<file path="src/rtl/serial_pkg.sv">
// Shared definitions for the serial link: frame width default, receiver
// state encoding and packet-type codes carried in data_out[2:0].
package serial_pkg;

    localparam int FRAME_BITS_DEF = 32;

    typedef enum logic [2:0] {
        ST_IDLE   = 3'd0,
        ST_START  = 3'd1,
        ST_DATA   = 3'd2,
        ST_PARITY = 3'd3,
        ST_STOP   = 3'd4,
        ST_BREAK  = 3'd5
    } rx_state_t;

    localparam logic [2:0] DTYPE_PSTATE = 3'b000;
    localparam logic [2:0] DTYPE_OTHER  = 3'b001;
    localparam logic [2:0] DTYPE_ACK    = 3'b111;

endpackage

</file>
<file path="src/rtl/serial_bit_timer.sv">
// Restartable bit-period timer. While restart is high the counter is held
// at zero; once released, tick pulses for one cycle after the first period
// (CYCLES_PER_BIT/2 when half was high at restart, else CYCLES_PER_BIT) and
// then every CYCLES_PER_BIT cycles. tick is registered, so it is raised one
// cycle early to land exactly on the intended sample edge.
module serial_bit_timer #(
    parameter int CYCLES_PER_BIT = 564
) (
    input  logic clk,
    input  logic rst_in,
    input  logic restart,
    input  logic half,
    output logic tick
);

    localparam int CW = $clog2(CYCLES_PER_BIT);
    localparam logic [CW-1:0] HALF_LAST = CW'(CYCLES_PER_BIT / 2 - 1);
    localparam logic [CW-1:0] HALF_PRE  = CW'(CYCLES_PER_BIT / 2 - 2);
    localparam logic [CW-1:0] FULL_LAST = CW'(CYCLES_PER_BIT - 1);
    localparam logic [CW-1:0] FULL_PRE  = CW'(CYCLES_PER_BIT - 2);
    localparam logic [CW-1:0] CNT_ONE   = CW'(1);

    logic [CW-1:0] cnt_r;
    logic          half_r;
    logic          tick_r;
    logic [CW-1:0] last_s;
    logic [CW-1:0] pre_s;

    // Select wrap and pre-tick values for the current period length
    always_comb begin
        last_s = FULL_LAST;
        pre_s  = FULL_PRE;
        if (half_r) begin
            last_s = HALF_LAST;
            pre_s  = HALF_PRE;
        end else begin
            last_s = FULL_LAST;
            pre_s  = FULL_PRE;
        end
    end

    // Cycle counter, period-mode flag and registered sample tick
    always_ff @(posedge clk) begin
        if (rst_in || restart) begin
            cnt_r  <= '0;
            half_r <= half;
            tick_r <= 1'b0;
        end else begin
            tick_r <= (cnt_r == pre_s);
            if (cnt_r == last_s) begin
                cnt_r  <= '0;
                half_r <= 1'b0;
            end else begin
                cnt_r  <= cnt_r + CNT_ONE;
            end
        end
    end

    assign tick = tick_r;

endmodule

</file>
<file path="src/rtl/serial_frame_rx.sv">
// UART-style 32-bit frame receiver feeding the comms block.
// Frame: start(0), FRAME_BITS data bits LSB first, [even parity], stop(1).
// Optional feature: define SERIAL_RX_PARITY_EN to expect and check an even
// parity bit between the last data bit and the stop bit.
module serial_frame_rx
    import serial_pkg::*;
#(
    parameter int CYCLES_PER_BIT = 564,
    parameter int FRAME_BITS     = FRAME_BITS_DEF
) (
    input  logic                  clk,
    input  logic                  rst_in,
    input  logic                  line_in,
    output logic                  valid,
    output logic [FRAME_BITS-1:0] data_out,
    output logic                  busy,
    output logic                  framing_err,
    output logic                  parity_err
);

    localparam int BCW = $clog2(FRAME_BITS + 1);
    localparam logic [BCW-1:0] LAST_BIT = BCW'(FRAME_BITS - 1);
    localparam logic [BCW-1:0] BIT_ONE  = BCW'(1);

    rx_state_t             state_r;
    logic [FRAME_BITS-1:0] shift_r;
    logic [BCW-1:0]        bit_cnt_r;
    logic [FRAME_BITS-1:0] data_out_r;
    logic                  valid_r;
    logic                  busy_r;
    logic                  ferr_r;
    logic                  tick_s;
    logic                  restart_s;

`ifdef SERIAL_RX_PARITY_EN
    logic                  perr_r;
    logic                  par_bit_r;

    // Even parity: the transmitted bit equals the XOR of all data bits
    function automatic logic even_parity(input logic [FRAME_BITS-1:0] d);
        return ^d;
    endfunction
`endif

    // The timer is parked at zero whenever no frame is being timed
    assign restart_s = (state_r == ST_IDLE) || (state_r == ST_BREAK);

    serial_bit_timer #(
        .CYCLES_PER_BIT (CYCLES_PER_BIT)
    ) u_timer (
        .clk     (clk),
        .rst_in  (rst_in),
        .restart (restart_s),
        .half    (1'b1),
        .tick    (tick_s)
    );

    // Receiver FSM: state, shift register, bit count and registered strobes
    always_ff @(posedge clk) begin
        if (rst_in) begin
            state_r    <= ST_IDLE;
            shift_r    <= '0;
            bit_cnt_r  <= '0;
            data_out_r <= '0;
            valid_r    <= 1'b0;
            busy_r     <= 1'b0;
            ferr_r     <= 1'b0;
`ifdef SERIAL_RX_PARITY_EN
            perr_r     <= 1'b0;
            par_bit_r  <= 1'b0;
`endif
        end else begin
            valid_r <= 1'b0;
            ferr_r  <= 1'b0;
`ifdef SERIAL_RX_PARITY_EN
            perr_r  <= 1'b0;
`endif
            case (state_r)
                ST_IDLE: begin
                    if (!line_in) begin
                        state_r   <= ST_START;
                        busy_r    <= 1'b1;
                        bit_cnt_r <= '0;
                    end else begin
                        busy_r    <= 1'b0;
                    end
                end
                ST_START: begin
                    // A line that is high again mid start bit was a glitch
                    if (tick_s) begin
                        if (line_in) begin
                            state_r <= ST_IDLE;
                            busy_r  <= 1'b0;
                        end else begin
                            state_r <= ST_DATA;
                        end
                    end
                end
                ST_DATA: begin
                    // Right shift: the first (LSB) bit ends up in bit 0
                    if (tick_s) begin
                        shift_r <= {line_in, shift_r[FRAME_BITS-1:1]};
                        if (bit_cnt_r == LAST_BIT) begin
`ifdef SERIAL_RX_PARITY_EN
                            state_r <= ST_PARITY;
`else
                            state_r <= ST_STOP;
`endif
                        end else begin
                            bit_cnt_r <= bit_cnt_r + BIT_ONE;
                        end
                    end
                end
`ifdef SERIAL_RX_PARITY_EN
                ST_PARITY: begin
                    if (tick_s) begin
                        par_bit_r <= line_in;
                        state_r   <= ST_STOP;
                    end
                end
`endif
                ST_STOP: begin
                    // Return to IDLE at once so a back-to-back start is seen
                    if (tick_s) begin
                        if (line_in) begin
`ifdef SERIAL_RX_PARITY_EN
                            if (par_bit_r != even_parity(shift_r)) begin
                                perr_r <= 1'b1;
                            end else begin
                                valid_r    <= 1'b1;
                                data_out_r <= shift_r;
                            end
`else
                            valid_r    <= 1'b1;
                            data_out_r <= shift_r;
`endif
                            state_r <= ST_IDLE;
                            busy_r  <= 1'b0;
                        end else begin
                            ferr_r  <= 1'b1;
                            state_r <= ST_BREAK;
                        end
                    end
                end
                ST_BREAK: begin
                    // Held-low line: wait for idle before hunting a new start
                    if (line_in) begin
                        state_r <= ST_IDLE;
                        busy_r  <= 1'b0;
                    end
                end
                default: begin
                    state_r <= ST_IDLE;
                    busy_r  <= 1'b0;
                end
            endcase
        end
    end

    assign valid       = valid_r;
    assign data_out    = data_out_r;
    assign busy        = busy_r;
    assign framing_err = ferr_r;
`ifdef SERIAL_RX_PARITY_EN
    assign parity_err  = perr_r;
`else
    assign parity_err  = 1'b0;
`endif

endmodule

</file>
<file path="config.mk">
export PLATFORM = sky130hd
export DESIGN_NAME = serial_frame_rx
export DESIGN_NICKNAME = d
export VERILOG_FILES = /design/src/rtl/serial_pkg.sv /design/src/rtl/serial_bit_timer.sv /design/src/rtl/serial_frame_rx.sv
export SDC_FILE = /design/constraint.sdc
export NUM_CORES = 1
export LEC_CHECK = 0
export ABC_AREA = 1
export CAP_MARGIN = 20
export CORE_MARGIN = 3
export CORE_UTILIZATION = 35
export CTS_CLUSTER_DIAMETER = 100
export DETAILED_ROUTE_END_ITERATION = 6
export SYNTH_ARGS = -nofsm -noshare
export SYNTH_HDL_FRONTEND = slang
export SYNTH_HIERARCHICAL = 1
export SYNTH_SLANG_ARGS = --single-unit
</file>
<file path="constraint.sdc">
create_clock -name clk -period 3.6 [get_ports clk]
set_input_delay 0.72 -clock clk [delete_from_list [all_inputs] [get_ports clk]]
set_output_delay 0.72 -clock clk [all_outputs]
set_load 0.01 [all_outputs]
</file>
==> flow_metrics.py <==
metrics = {
    "status": {
        "status": "finished clean",
    },
    "pwr": {
        "ir_drop_mv": 0.3170,
        "total_power_mw": 2.192,
        "power_density_nw_per_um2": 513.3,
        "p_leak_nw": 1.490,
    },
    "floorplanning": {
        "die-height_um": 108.2,
        "core-area_um2": 9955,
        "num_rows": 36,
        "io_pins": 39,
        "chipWidth_um": 108.2,
        "initial_utilization_pct": 36.73,
        "dieArea_um2": 11710,
    },
    "layout": {
        "layout.area.seq_um2": 1772,
        "drive_above_1_share_pct": 5.686,
        "synthToLayoutAreaGrowth_pct": 16.80,
        "fin_cells": 643,
        "fin_nets": 510,
        "diodes": 0,
        "design_area_um2": 4270,
        "fill_cells": 1020,
        "multi_input_comb_area_um2": 1465,
        "final_util_pct": 42.90,
    },
    "logic_synthesis": {
        "syn_area_um2": 3656,
        "ys_warn_count": 6,
        "synth_seq_cells": 88,
        "synth_nets": 486,
        "synth_edf_count": 1,
        "postSynthAreaPerCell_um2": 7.601,
        "ys_async_sr_fraction_pct": 0,
        "synth_flop_cell": "dfxtp_1",
        "seq_area_frac_synth_pct": 48.46,
        "synthDistinctLibCells": 28,
        "synthCells": 481,
    },
    "sta": {
        "finClkSkew_ns": 0.009123,
        "grt_setup_unrepaired": "no",
        "slew_headroom_pct": 60.45,
        "period_minus_slack_ns": 2.425,
        "period_share_pct": 67.36,
        "tns_ns": 0,
        "finalHoldViolCount": 0,
        "worst_pin_slew_ns": 0.5914,
        "setup_viol": 0,
        "fmax_mhz": 412.4,
        "drv_slew": 0,
    },
    "critical_path": {
        "path_buf_inv": 2,
        "critical_path_peak_fanout": 51,
        "worstPathCellList": "clkdlybuf4s50_1, nand4_1, buf_4, o21ai_0, a21oi_1",
        "worst_path_dominant_cell_family": "buffers and inverters",
        "worstPathArrival_ns": 2.66,
        "critPathCaptureType": "flop",
        "cp_slowest_cell": "clkdlybuf4s50_1",
        "path_class": "input port to flop",
        "required_ns": 3.83,
        "slowest_delay_ns": 0.62,
        "cp-start-kind": "input port",
    },
    "global_routing": {
        "grt_pass1_vias": 2754,
        "grt_max_degree": 52,
        "grt_first_pass_wirelength_um": 12420,
        "grtUsageTotal_pct": 13.03,
        "globalRouteOverflowTotal": 0,
        "antenna_found_initial": 0,
    },
    "clock_tree": {
        "path_clk_slew_ns": 0.09,
        "cts-resized-gates": 0,
        "cts_tree": "yes",
        "htree_levels": 3,
        "holdBufCountCts": 0,
        "post-cts-setup-buffers": 0,
        "numClockSinks": 88,
        "cts_buffer_depth": 2,
        "cts_root_buf": "clkbuf_8",
        "clk_latency_ns": 0.35,
        "numCtsBuffers": 9,
    },
    "route": {
        "viasPerCell": 4.655,
        "ant_nets": 0,
        "drt_iter0_markers": 159,
        "routed_wl_um": 7111,
        "route.detailed.drc": 0,
        "vias": 2993,
        "wl_per_cell_um": 11.06,
        "drtPass1Iterations": 4,
    },
    "worst_hold_path": {
        "hold_class": "flop to flop",
    },
    "place": {
        "gp_congestion": 0.7941,
        "io_buffers": 37,
        "dp_cells": 626,
        "dp.final_hpwl_um": 4534,
        "post_dp_cell_area_um2": 4040,
    },
    "job": {
        "maxCapViolCount": 0,
    },
}
-- power breakdown --
part	switching [mW]	internal [mW]	leakage [nW]	total, mW
Sequential	0.0548	1.02	0.713	1.08
Combinational	0.282	0.143	0.678	0.425
Clock	0.359	0.332	0.0994	0.692
-- layout by cell type, fill, tap and decap left out, types with 3 or more instances in the layout --
master	netlist	routed
nand2_1	72	72
inv_1	62	62
xor2_1	5	5
o21ai_0	28	28
buf_4	2	3
inv_2	3	3
clkdlybuf4s50_1	0	37
dfxtp_1	87	87
clkbuf_8	0	9
nand2_2	3	3
o21ai_1	9	9
a21oi_1	72	72
nand4_1	6	6
nand3_1	51	51
nor2_1	38	38
nand3b_1	3	3
-- tightest hold or removal path: stages (launching register included) --
cell and delay [ns]:
dfxtp_1 0.32, inv_1 0.04, a21oi_1 0.05
-- through the flow --
stage	hold slack [ns]	worst slack, ns
after floorplan	0.4402	2.063
after global placement	0.4353	0.9060
after detailed placement	0.4373	0.8079
after CTS	0.4520	1.190
after global routing	0.4666	0.9566
final	0.4460	1.175
-- sequential cells by signal, summed over array words and instances, names as in the netlist --
signal and cells:
framing_err 1, u_timer/tick 1, data_out 32, state_r 3
valid 1, u_timer/cnt_r 10, shift_r 32, bit_cnt_r 6
busy 1, u_timer/half_r 1
-- synth_stat cells (5+ instances only) --
master,n,area [um2]
o21ai_1,9,45.04
o21ai_0,28,140.1
nand4_1,6,37.54
xor2_1,5,43.79
inv_1,62,232.7
nand2_1,72,270.3
nor2_1,38,142.6
buf_2,8,40.04
a21oi_1,72,360.4
dfxtp_1,87,1742
clkbuf_1,11,41.29
buf_6,7,78.83
nand3_1,51,255.2
-- metal layers --
metal | up-vias | GRT usage, % | wire length [um]
met5 | - | 0 | 0
met4 | 0 | 2.705 | 57
met3 | 5 | 4.060 | 329
met2 | 55 | 22.20 | 3281
met1 | 1336 | 16.26 | 3442
li1 | 1597 | - | -
-- logic make-up (layout without fill, tap and decap cells) --
| family | Yosys count | in the layout | synth area share (%) |
|---|---|---|---|
| other cells | 2 | 2 | 0.2054 |
| fa+ha+maj | 2 | 2 | 0.6844 |
| simple gates | 177 | 177 | 21.77 |
| buf+inv | 93 | 122 | 11.46 |
| compound gates | 112 | 112 | 15.74 |
| xor+xnor | 7 | 7 | 1.677 |
| flops | 88 | 88 | 48.46 |
-- layout make-up --
| type | instances | area share (%) |
|---|---|---|
| well taps | 133 | 3.897 |
| inverters | 65 | 5.713 |
| flip-flops and latches | 88 | 41.49 |
| clock inverters | 6 | 1.758 |
| repair buffers | 41 | 9.845 |
| clock buffers | 10 | 2.989 |
| multi-input cells | 300 | 34.31 |
-- worst paths after layout --
kind	start	to	slack [ns]	cells past startpoint
max	line_in	data_out[28]	1.18	5
min	data_out[25]	data_out[25]	0.45	2
max reg2reg	u_timer/tick	data_out[28]	1.51	5
min reg2reg	data_out[25]	data_out[25]	0.45	2
(Power assumes the default switching activity.)
